$ cat src/rtl/alu_req_arbiter_if.sv
// alu_req_arbiter_if: requester-side and sequencer-side signals of the ALU request arbiter
interface alu_req_arbiter_if #(
    parameter int N_REQ  = 2,
    parameter int DATA_W = 8
);
    logic [N_REQ-1:0]        req;
    logic [3*N_REQ-1:0]      req_op;
    logic [DATA_W*N_REQ-1:0] req_a;
    logic [DATA_W*N_REQ-1:0] req_b;
    logic [N_REQ-1:0]        grant;
    logic [N_REQ-1:0]        done;
    logic [DATA_W-1:0]       resp_data;
    logic                    resp_zero;
    logic                    resp_carry;
    logic                    resp_err;
    logic                    seq_start;
    logic [2:0]              seq_op;
    logic [DATA_W-1:0]       seq_a;
    logic [DATA_W-1:0]       seq_b;
    logic                    seq_busy;
    logic                    seq_result_valid;
    logic [DATA_W-1:0]       seq_result;
    logic                    seq_zero;
    logic                    seq_carry;

    modport slave (
        input  req, req_op, req_a, req_b, seq_busy, seq_result_valid, seq_result, seq_zero, seq_carry,
        output grant, done, resp_data, resp_zero, resp_carry, resp_err, seq_start, seq_op, seq_a, seq_b
    );

    modport master (
        output req, req_op, req_a, req_b, seq_busy, seq_result_valid, seq_result, seq_zero, seq_carry,
        input  grant, done, resp_data, resp_zero, resp_carry, resp_err, seq_start, seq_op, seq_a, seq_b
    );
endinterface

$ cat src/rtl/alu_req_arbiter.sv
// alu_req_arbiter: round-robin sharing of one ALU sequencer between N_REQ requesters, with timeout abort
module alu_req_arbiter #(
    parameter int N_REQ   = 2,
    parameter int DATA_W  = 8,
    parameter int TIMEOUT = 15
) (
    input  logic             clk,
    input  logic             rst,
    alu_req_arbiter_if.slave bus
);
    localparam int IW = $clog2(N_REQ);
    localparam int CW = $clog2(TIMEOUT + 1);

    typedef enum logic [1:0] {IDLE, ISSUE, WAIT, RESP} state_t;

    state_t            state_q;
    logic [IW-1:0]     last_q, win_q, win_d, idx;
    logic [CW-1:0]     cnt_q;
    logic [N_REQ-1:0]  grant_q, done_q;
    logic              seq_start_q, resp_zero_q, resp_carry_q, resp_err_q;
    logic [2:0]        seq_op_q;
    logic [DATA_W-1:0] seq_a_q, seq_b_q, resp_data_q;
    logic              timeout_d;

    // Scan from farthest to nearest so the first requester after last_q overrides the rest
    always_comb begin
        win_d = last_q;
        idx = '0;
        for (int k = N_REQ; k >= 1; k--) begin
            idx = IW'((int'(last_q) + k) % N_REQ);
            win_d = bus.req[idx] ? idx : win_d;
        end
    end

    assign timeout_d = (cnt_q + CW'(1)) == CW'(TIMEOUT);

    always_ff @(posedge clk or posedge rst) begin
        if (rst) begin
            state_q      <= IDLE;
            last_q       <= IW'(N_REQ - 1);
            win_q        <= '0;
            cnt_q        <= '0;
            grant_q      <= '0;
            done_q       <= '0;
            seq_start_q  <= 1'b0;
            seq_op_q     <= '0;
            seq_a_q      <= '0;
            seq_b_q      <= '0;
            resp_data_q  <= '0;
            resp_zero_q  <= 1'b0;
            resp_carry_q <= 1'b0;
            resp_err_q   <= 1'b0;
        end else begin
            case (state_q)
                IDLE: if (|bus.req && !bus.seq_busy) begin
                    state_q     <= ISSUE;
                    win_q       <= win_d;
                    grant_q     <= N_REQ'(1) << win_d;
                    seq_op_q    <= bus.req_op[3*int'(win_d) +: 3];
                    seq_a_q     <= bus.req_a[DATA_W*int'(win_d) +: DATA_W];
                    seq_b_q     <= bus.req_b[DATA_W*int'(win_d) +: DATA_W];
                    seq_start_q <= 1'b1;
                end
                ISSUE: begin
                    state_q     <= WAIT;
                    seq_start_q <= 1'b0;
                    cnt_q       <= '0;
                end
                // A result arriving on the timeout cycle still wins over the abort
                WAIT: if (bus.seq_result_valid || timeout_d) begin
                    state_q      <= RESP;
                    done_q       <= grant_q;
                    resp_data_q  <= bus.seq_result_valid ? bus.seq_result : '0;
                    resp_zero_q  <= bus.seq_result_valid && bus.seq_zero;
                    resp_carry_q <= bus.seq_result_valid && bus.seq_carry;
                    resp_err_q   <= !bus.seq_result_valid;
                end else begin
                    cnt_q <= cnt_q + CW'(1);
                end
                RESP: begin
                    state_q      <= IDLE;
                    last_q       <= win_q;
                    grant_q      <= '0;
                    done_q       <= '0;
                    resp_data_q  <= '0;
                    resp_zero_q  <= 1'b0;
                    resp_carry_q <= 1'b0;
                    resp_err_q   <= 1'b0;
                end
                default: state_q <= IDLE;
            endcase
        end
    end

    assign bus.grant      = grant_q;
    assign bus.done       = done_q;
    assign bus.resp_data  = resp_data_q;
    assign bus.resp_zero  = resp_zero_q;
    assign bus.resp_carry = resp_carry_q;
    assign bus.resp_err   = resp_err_q;
    assign bus.seq_start  = seq_start_q;
    assign bus.seq_op     = seq_op_q;
    assign bus.seq_a      = seq_a_q;
    assign bus.seq_b      = seq_b_q;
endmodule

$ cat src/flat_wrapper.sv
// flat-port wrapper written by rule: the top's interface ports become plain ports
module alu_req_arbiter_flat 
#(
    parameter int N_REQ   = 2,
    parameter int DATA_W  = 8,
    parameter int TIMEOUT = 15
)
  (clk, rst, bus_req, bus_req_op, bus_req_a, bus_req_b, bus_seq_busy, bus_seq_result_valid, bus_seq_result, bus_seq_zero, bus_seq_carry, bus_grant, bus_done, bus_resp_data, bus_resp_zero, bus_resp_carry, bus_resp_err, bus_seq_start, bus_seq_op, bus_seq_a, bus_seq_b);
  alu_req_arbiter_if #(.N_REQ(N_REQ), .DATA_W(DATA_W)) bus_i ();
  input  logic clk;
  input  logic rst;
  input wire logic [$bits(bus_i.req)-1:0] bus_req;
  input wire logic [$bits(bus_i.req_op)-1:0] bus_req_op;
  input wire logic [$bits(bus_i.req_a)-1:0] bus_req_a;
  input wire logic [$bits(bus_i.req_b)-1:0] bus_req_b;
  input wire logic [$bits(bus_i.seq_busy)-1:0] bus_seq_busy;
  input wire logic [$bits(bus_i.seq_result_valid)-1:0] bus_seq_result_valid;
  input wire logic [$bits(bus_i.seq_result)-1:0] bus_seq_result;
  input wire logic [$bits(bus_i.seq_zero)-1:0] bus_seq_zero;
  input wire logic [$bits(bus_i.seq_carry)-1:0] bus_seq_carry;
  output wire logic [$bits(bus_i.grant)-1:0] bus_grant;
  output wire logic [$bits(bus_i.done)-1:0] bus_done;
  output wire logic [$bits(bus_i.resp_data)-1:0] bus_resp_data;
  output wire logic [$bits(bus_i.resp_zero)-1:0] bus_resp_zero;
  output wire logic [$bits(bus_i.resp_carry)-1:0] bus_resp_carry;
  output wire logic [$bits(bus_i.resp_err)-1:0] bus_resp_err;
  output wire logic [$bits(bus_i.seq_start)-1:0] bus_seq_start;
  output wire logic [$bits(bus_i.seq_op)-1:0] bus_seq_op;
  output wire logic [$bits(bus_i.seq_a)-1:0] bus_seq_a;
  output wire logic [$bits(bus_i.seq_b)-1:0] bus_seq_b;
  assign bus_i.req = bus_req;
  assign bus_i.req_op = bus_req_op;
  assign bus_i.req_a = bus_req_a;
  assign bus_i.req_b = bus_req_b;
  assign bus_i.seq_busy = bus_seq_busy;
  assign bus_i.seq_result_valid = bus_seq_result_valid;
  assign bus_i.seq_result = bus_seq_result;
  assign bus_i.seq_zero = bus_seq_zero;
  assign bus_i.seq_carry = bus_seq_carry;
  assign bus_grant = bus_i.grant;
  assign bus_done = bus_i.done;
  assign bus_resp_data = bus_i.resp_data;
  assign bus_resp_zero = bus_i.resp_zero;
  assign bus_resp_carry = bus_i.resp_carry;
  assign bus_resp_err = bus_i.resp_err;
  assign bus_seq_start = bus_i.seq_start;
  assign bus_seq_op = bus_i.seq_op;
  assign bus_seq_a = bus_i.seq_a;
  assign bus_seq_b = bus_i.seq_b;
  alu_req_arbiter #(.N_REQ(N_REQ), .DATA_W(DATA_W), .TIMEOUT(TIMEOUT)) u_core (.clk(clk), .rst(rst), .bus(bus_i));
endmodule
$ cat config.mk
export PLATFORM = sky130hd
export DESIGN_NAME = alu_req_arbiter_flat
export DESIGN_NICKNAME = d
export VERILOG_FILES = /design/src/rtl/alu_req_arbiter_if.sv /design/src/rtl/alu_req_arbiter.sv /design/src/flat_wrapper.sv
export SDC_FILE = /design/constraint.sdc
export NUM_CORES = 1
export LEC_CHECK = 0
export ABC_CLOCK_PERIOD_IN_PS = 3500
export BUFFER_PORTS_ARGS = -buffer_cell sky130_fd_sc_hd__buf_2
export CAP_MARGIN = 20
export CORE_UTILIZATION = 51
export CTS_CLUSTER_DIAMETER = 150
export DETAILED_ROUTE_END_ITERATION = 8
export PLACE_DENSITY_LB_ADDON = 0.05
export SLEW_MARGIN = 20
export SYNTH_ARGS = -nofsm -noshare
export SYNTH_HDL_FRONTEND = slang
export SYNTH_SLANG_ARGS = --single-unit
$ cat constraint.sdc
create_clock -name clk -period 3.5 [get_ports clk]
set_clock_uncertainty 0.15 [all_clocks]
set_input_delay 0.7 -clock clk [delete_from_list [all_inputs] [get_ports clk]]
set_output_delay 0.7 -clock clk [all_outputs]
set_load 0.05 [all_outputs]
==> metrics.txt, run 1 <==
H-tree levels=2; met2 usage=0.3610; clock root cell=clkbuf_8; DRT iter0 DRCs=188; GRT Total Usage=0.2216; Total Wirelength=4.433 mm; Synth Net Count=248; Cell variety after synth=39; Top FF cell, synth=dfrtp_1; RSZ-0062 raised after global routing=no; TritonCTS clock tree=done; Final Max Tran Viols=0; sequential-to-total area share from yosys stat=0.5134; TNS Setup=0 ns; GR Overflow Total=0; Net Sw Frac=0.5061; cell area after synthesis=2098 µm²; hold buffers post-CTS=0; Max Root-Sink Buffers=2; share of layout cells above drive strength 1=0.3905; Pwr per Cell Area=1028 nW/µm²; first-pass GRT wire length=7.224 mm; Critical Path Sink Type=flop; Reg clk slew, reported paths=0.08 ns; Post-CTS Setup Bufs=0; Die Footprint=4375 µm²; combinational power share=0.552; Reg power frac=0.324; io pins=89; asr flop ratio synth=1.000; Rel. slew slack=0.4209; Syn Area/Cell=11.16 µm²; post-route ant nets=0; Final setup viols=0; max-capacitance violation count=0; via/cell ratio=5.512; Die Wd=66.14 µm; # port buffers=88; drt pass-1 iters=8; Vias=1,775; clock buffer count from CTS=5; Register Area=1077 µm²; Area growth syn-to-layout=26.18%; peak supply drop=539.0 µV; Die Y=66.14 µm; achievable frequency=440.9 MHz; site row count=22; Remaining DRCs=0; initial antenna violation count=0; Net Switching=0.001377 W; vias in the first global route=1,646; synth warn=0; Syn Inst Count=188; CTS Sinks=43; Setup CP Type=flop to flop; Post-synth EDFFs=0; gr busiest metal=met2; average wire per standard cell=13.77 µm; post-route clock period utilization=0.6480; Final nets=333; largest net degree at the start of global routing=26; Slew @ Worst Pin=0.8687 ns; starting density of the core=0.5524; status=finished clean; PostCTS Resize Cnt=0; clock power share=0.124; flops & latches, synth=43; Setup crit start kind=flop; crit path DAT=2.30 ns; antenna cell count=0; Detailed Place HPWL=3.214 mm; Final Hold Viols=0; CP max FO=25; GRT met3 Usage=0.04655; total power=0.002721 W; Leakage=1.428 nW; grt met1 use=0.2822; Multi-input gate area=849.6 µm²; min-delay worst type=input pin to async pin; fillcell total=299; core area=3799 µm²; required time of the critical path=3.54 ns; post-route minimum period=2.268 ns; GP Congestion=0.7501; Power Internal=0.001344 W; clk_lat worst skew=0.29 ns
path summary, 6_finish.rpt:
| path | startpoint | slack (ns) | cells after the start | to |
|---|---|---|---|---|
| max | u_core.state_q[0]$_DFFE_PP0P_ | 1.23 | 5 | u_core.cnt_q[2]$_DFFE_PP0P_ |
| min | rst | 0.26 | 2 | u_core.cnt_q[2]$_DFFE_PP0P_ |
| max reg2reg | u_core.state_q[0]$_DFFE_PP0P_ | 1.23 | 5 | u_core.cnt_q[2]$_DFFE_PP0P_ |
| min reg2reg | u_core.bus.resp_err$_DFFE_PP0P_ | 0.33 | 1 | u_core.bus.resp_err$_DFFE_PP0P_ |
| max in group asynchronous | rst | 2.20 | 3 | u_core.last_q$_DFFE_PP1P_ |
| min in group clk | u_core.bus.resp_err$_DFFE_PP0P_ | 0.33 | 1 | u_core.bus.resp_err$_DFFE_PP0P_ |
cell usage after synthesis, types with 2 or more instances:
master | instances | area, µm²
inv_1 | 28 | 105.1
o2bb2ai_1 | 10 | 87.58
dfrtp_1 | 42 | 1051
a21oi_1 | 4 | 20.02
nand2_1 | 2 | 7.510
nand2b_1 | 2 | 12.51
a31oi_1 | 9 | 56.30
ha_1 | 6 | 75.07
and3b_1 | 2 | 17.52
nor2b_1 | 13 | 81.33
buf_2 | 11 | 55.05
nand3b_1 | 2 | 15.01
mux2i_1 | 2 | 20.02
and3_1 | 2 | 12.51
nor2_1 | 3 | 11.26
mux2_2 | 3 | 33.78
a222oi_1 | 19 | 190.2
o21ai_0 | 6 | 30.03
nand3_1 | 2 | 10.01
sequential cells by signal (all words and copies together), names as in the netlist:
| signal | flops |
|---|---|
| u_core.bus.resp_data | 8 |
| u_core.bus.seq_start | 1 |
| u_core.bus.seq_op | 3 |
| u_core.bus.resp_zero | 1 |
| u_core.win_q | 1 |
| u_core.cnt_q | 4 |
| u_core.bus.grant | 2 |
| u_core.bus.seq_a | 8 |
| u_core.bus.resp_carry | 1 |
| u_core.state_q | 2 |
| u_core.bus.done | 2 |
| u_core.last_q | 1 |
| u_core.bus.resp_err | 1 |
| u_core.bus.seq_b | 8 |
metrics by stage:
stage / instances / setup WS (ns) / util / cell area (µm²) / hold WS [ns]
2_1_floorplan: 188 / 1.649 / - / 2098 / 0.3299
3_3_place_gp: 314 / 1.283 / 0.6706 / 2547 / 0.3142
3_5_place_dp: 314 / 1.239 / 0.6706 / 2547 / 0.3143
4_1_cts: 322 / 1.241 / 0.6970 / 2648 / 0.2641
5_1_grt: 322 / 1.042 / 0.6970 / 2648 / 0.2906
6_report: 322 / 1.232 / 0.6970 / 2648 / 0.2582
power by group through the flow:
| stage | combinational (W) | clock [W] | sequential [W] |
|---|---|---|---|
| global placement | 0.00149 | 0 | 0.000886 |
| finish | 0.00150 | 0.000338 | 0.000881 |
| floorplan | 0.000578 | 0 | 0.00149 |
| global route | 0.00161 | 0.000365 | 0.000912 |
| CTS | 0.00151 | 0.000347 | 0.000881 |
| detailed placement | 0.00151 | 0 | 0.000881 |
cell usage in the layout (no fill, tap or decap), types with 2 or more instances in the layout:
cell	n
buf_2	88
dfrtp_1	42
inv_1	27
a222oi_1	19
nor2b_1	13
o2bb2ai_1	10
a31oi_1	9
clkbuf_8	7
ha_1	6
o21ai_0	5
a21oi_1	4
nor2_1	3
mux2_2	3
nand2_1	2
and3_1	2
nand2b_1	2
and3b_1	2
mux2i_1	2
nand3_1	2
nand3b_1	2
buf_4	2
critical path: stages (launching register included):
cell and delay (ns):
dfrtp_1 0.41, inv_1 0.11, ha_1 0.73, and3b_1 0.29, a21oi_1 0.11, a221o_1 0.36
logic make-up after synthesis:
family / count (synthesis) / synth area share
DFF: 43 / 0.5134
and+or+nand+nor: 32 / 0.1014
muxes: 5 / 0.02564
AOI/OAI and AO/OA: 61 / 0.2379
adders and majority gates: 6 / 0.03578
buffers and inverters: 40 / 0.08169
xor gates and xnor gates: 1 / 0.004175
area by class of cell:
class,count,area share
Multi-Input combinational cell,105,0.3209
Clock buffer,8,0.03781
Inverter,28,0.03970
Sequential cell,43,0.4069
Tap cell,48,0.02268
Timing Repair Buffer,90,0.1720
layer usage:
| metal | vias up | wire (µm) |
|---|---|---|
| li1 | 868 | - |
| met1 | 822 | 2062 |
| met2 | 78 | 1988 |
| met3 | 7 | 310 |
| met4 | 0 | 72 |
| met5 | - | 0 |
Power figures use the tool's default switching activity.
==> inputs of run 2 (changes only) <==
ABC_CLOCK_PERIOD_IN_PS = 2200   (was 3500)
CORE_UTILIZATION = 47   (was 51)
clock period = 2.2 ns   (was 3.5 ns; I/O delays follow)
==> run 2 against run 1 <==
Against the previous run:
- largest power group unchanged
- global-route usage down 0.84 points
- wire length increased by 7.6%
- critical endpoint is now u_core.bus.seq_b[3]$_DFFE_PP0P_
- combinational power is 64% higher
- clock-buffer cell count is 2 lower
==> metrics.txt, run 2 (same netlist as run 1, synthesis figures left out) <==
total power=0.004497 W; post-route clock period utilization=0.9090; TNS Setup=0 ns; max-capacitance violation count=0; initial antenna violation count=0; Leakage=1.471 nW; vias in the first global route=1,691; antenna cell count=0; CTS Sinks=43; crit path DAT=2.02 ns; GR Overflow Total=0; core area=4144 µm²; via/cell ratio=5.573; Die Y=68.82 µm; GRT Total Usage=0.2132; Detailed Place HPWL=3.401 mm; first-pass GRT wire length=7.348 mm; clock buffer count from CTS=5; Remaining DRCs=0; clk_lat worst skew=0.29 ns; GP Congestion=0.7054; Slew @ Worst Pin=0.5325 ns; most frequent cells in the layout=88 x buf_2, 42 x dfrtp_1, 27 x inv_1; Rel. slew slack=0.6450; largest net degree at the start of global routing=44; Vias=1,839; Total Wirelength=4.769 mm; required time of the critical path=2.22 ns; Final Hold Viols=0; post-route insts no fill=330; Setup crit start kind=flop; average wire per standard cell=14.45 µm; Area growth syn-to-layout=29.87%; post-route minimum period=2.000 ns; commonest non-fill, non-tap cell in the layout=buf_2; Critical Path Sink Type=flop; R2R cell count=7; achievable frequency=500.0 MHz; Max Root-Sink Buffers=2; post-route ant nets=0; FF-to-FF Start=u_core.state_q[0]$_DFFE_PP0P_; site row count=23; io pins=89; min-delay worst type=input pin to async pin; Setup CP Type=flop to flop; Post-CTS Setup Bufs=0; RSZ-0062 raised after global routing=no; DRT iter0 DRCs=161; share of layout cells above drive strength 1=0.4071; CP max FO=16; PostCTS Resize Cnt=0; Final setup viols=0; H-tree levels=2; clock root cell=clkbuf_8; hold buffers post-CTS=0; peak supply drop=875.3 µV; # port buffers=88; Final Max Tran Viols=0; Post-Place Cells=322; Final nets=339; Pwr per Cell Area=1650 nW/µm²; Reg clk slew, reported paths=0.08 ns; drt pass-1 iters=6; starting density of the core=0.5063; Die Footprint=4736 µm²; TritonCTS clock tree=done; status=finished clean; Die Wd=68.82 µm; critical path startpoint=u_core.state_q[0]$_DFFE_PP0P_
run 2: cell types whose count changed in the layout (fill, tap and decap cells not counted), sizes merged:
cell | previous run | this run
buf | 90 | 96
bufinv | 0 | 1
clkbuf | 8 | 6
clkinv | 1 | 2
run 2: area by class of cell:
class	count	area, µm²
fill	369	1419
clock inverter	2	35.03
clock buffer	6	82.58
tap	50	62.56
sequential	43	1077
multi-input combinational	105	849.6
timing repair buffer	96	513.0
inverter	28	105.1
run 2: routing by layer:
metal  GRT usage  up-vias  wire (µm)
li1            -      882          -
met3     0.06414        9        347
met4     0.06378        0         65
met1      0.2664      874       2110
met2      0.3554       74       2246
met5           0        -          0
run 2: report_power, final:
group	switching, W	internal (W)
registers	0.000261	0.00115
clock network	0.000262	0.000367
logic	0.00171	0.000752
total	0.00223	0.00227
run 2: final timing paths:
| kind | endpoint | slack, ns |
|---|---|---|
| max | u_core.bus.seq_b[3]$_DFFE_PP0P_ | 0.20 |
| min | u_core.bus.seq_b[0]$_DFFE_PP0P_ | 0.12 |
| max reg2reg | u_core.bus.seq_b[3]$_DFFE_PP0P_ | 0.20 |
| min reg2reg | u_core.bus.resp_err$_DFFE_PP0P_ | 0.33 |
| max in group asynchronous | u_core.bus.seq_op[2]$_DFFE_PP0P_ | 1.41 |
| min in group clk | u_core.bus.seq_b[2]$_DFFE_PP0P_ | 0.21 |
run 2: critical path: stages (launching register included):
cell and delay, ns:
dfrtp_1 0.41, inv_1 0.11, ha_1 0.23, nor2b_1 0.23, o21ai_1 0.11, buf_4 0.20
a222oi_1 0.37, inv_1 0.07
run 2: metrics by stage:
step | cell area [µm²] | util | hold slack [ns] | worst slack, ns
finish | 2725 | 0.6576 | 0.1194 | 0.2001
global route | 2725 | 0.6576 | 0.1630 | 0.03319
CTS | 2725 | 0.6576 | 0.1314 | 0.1971
detailed placement | 2608 | 0.6292 | 0.3115 | 0.2113
global placement | 2608 | 0.6292 | 0.3057 | 0.3101
floorplan | 2098 | - | 0.3299 | 0.4204
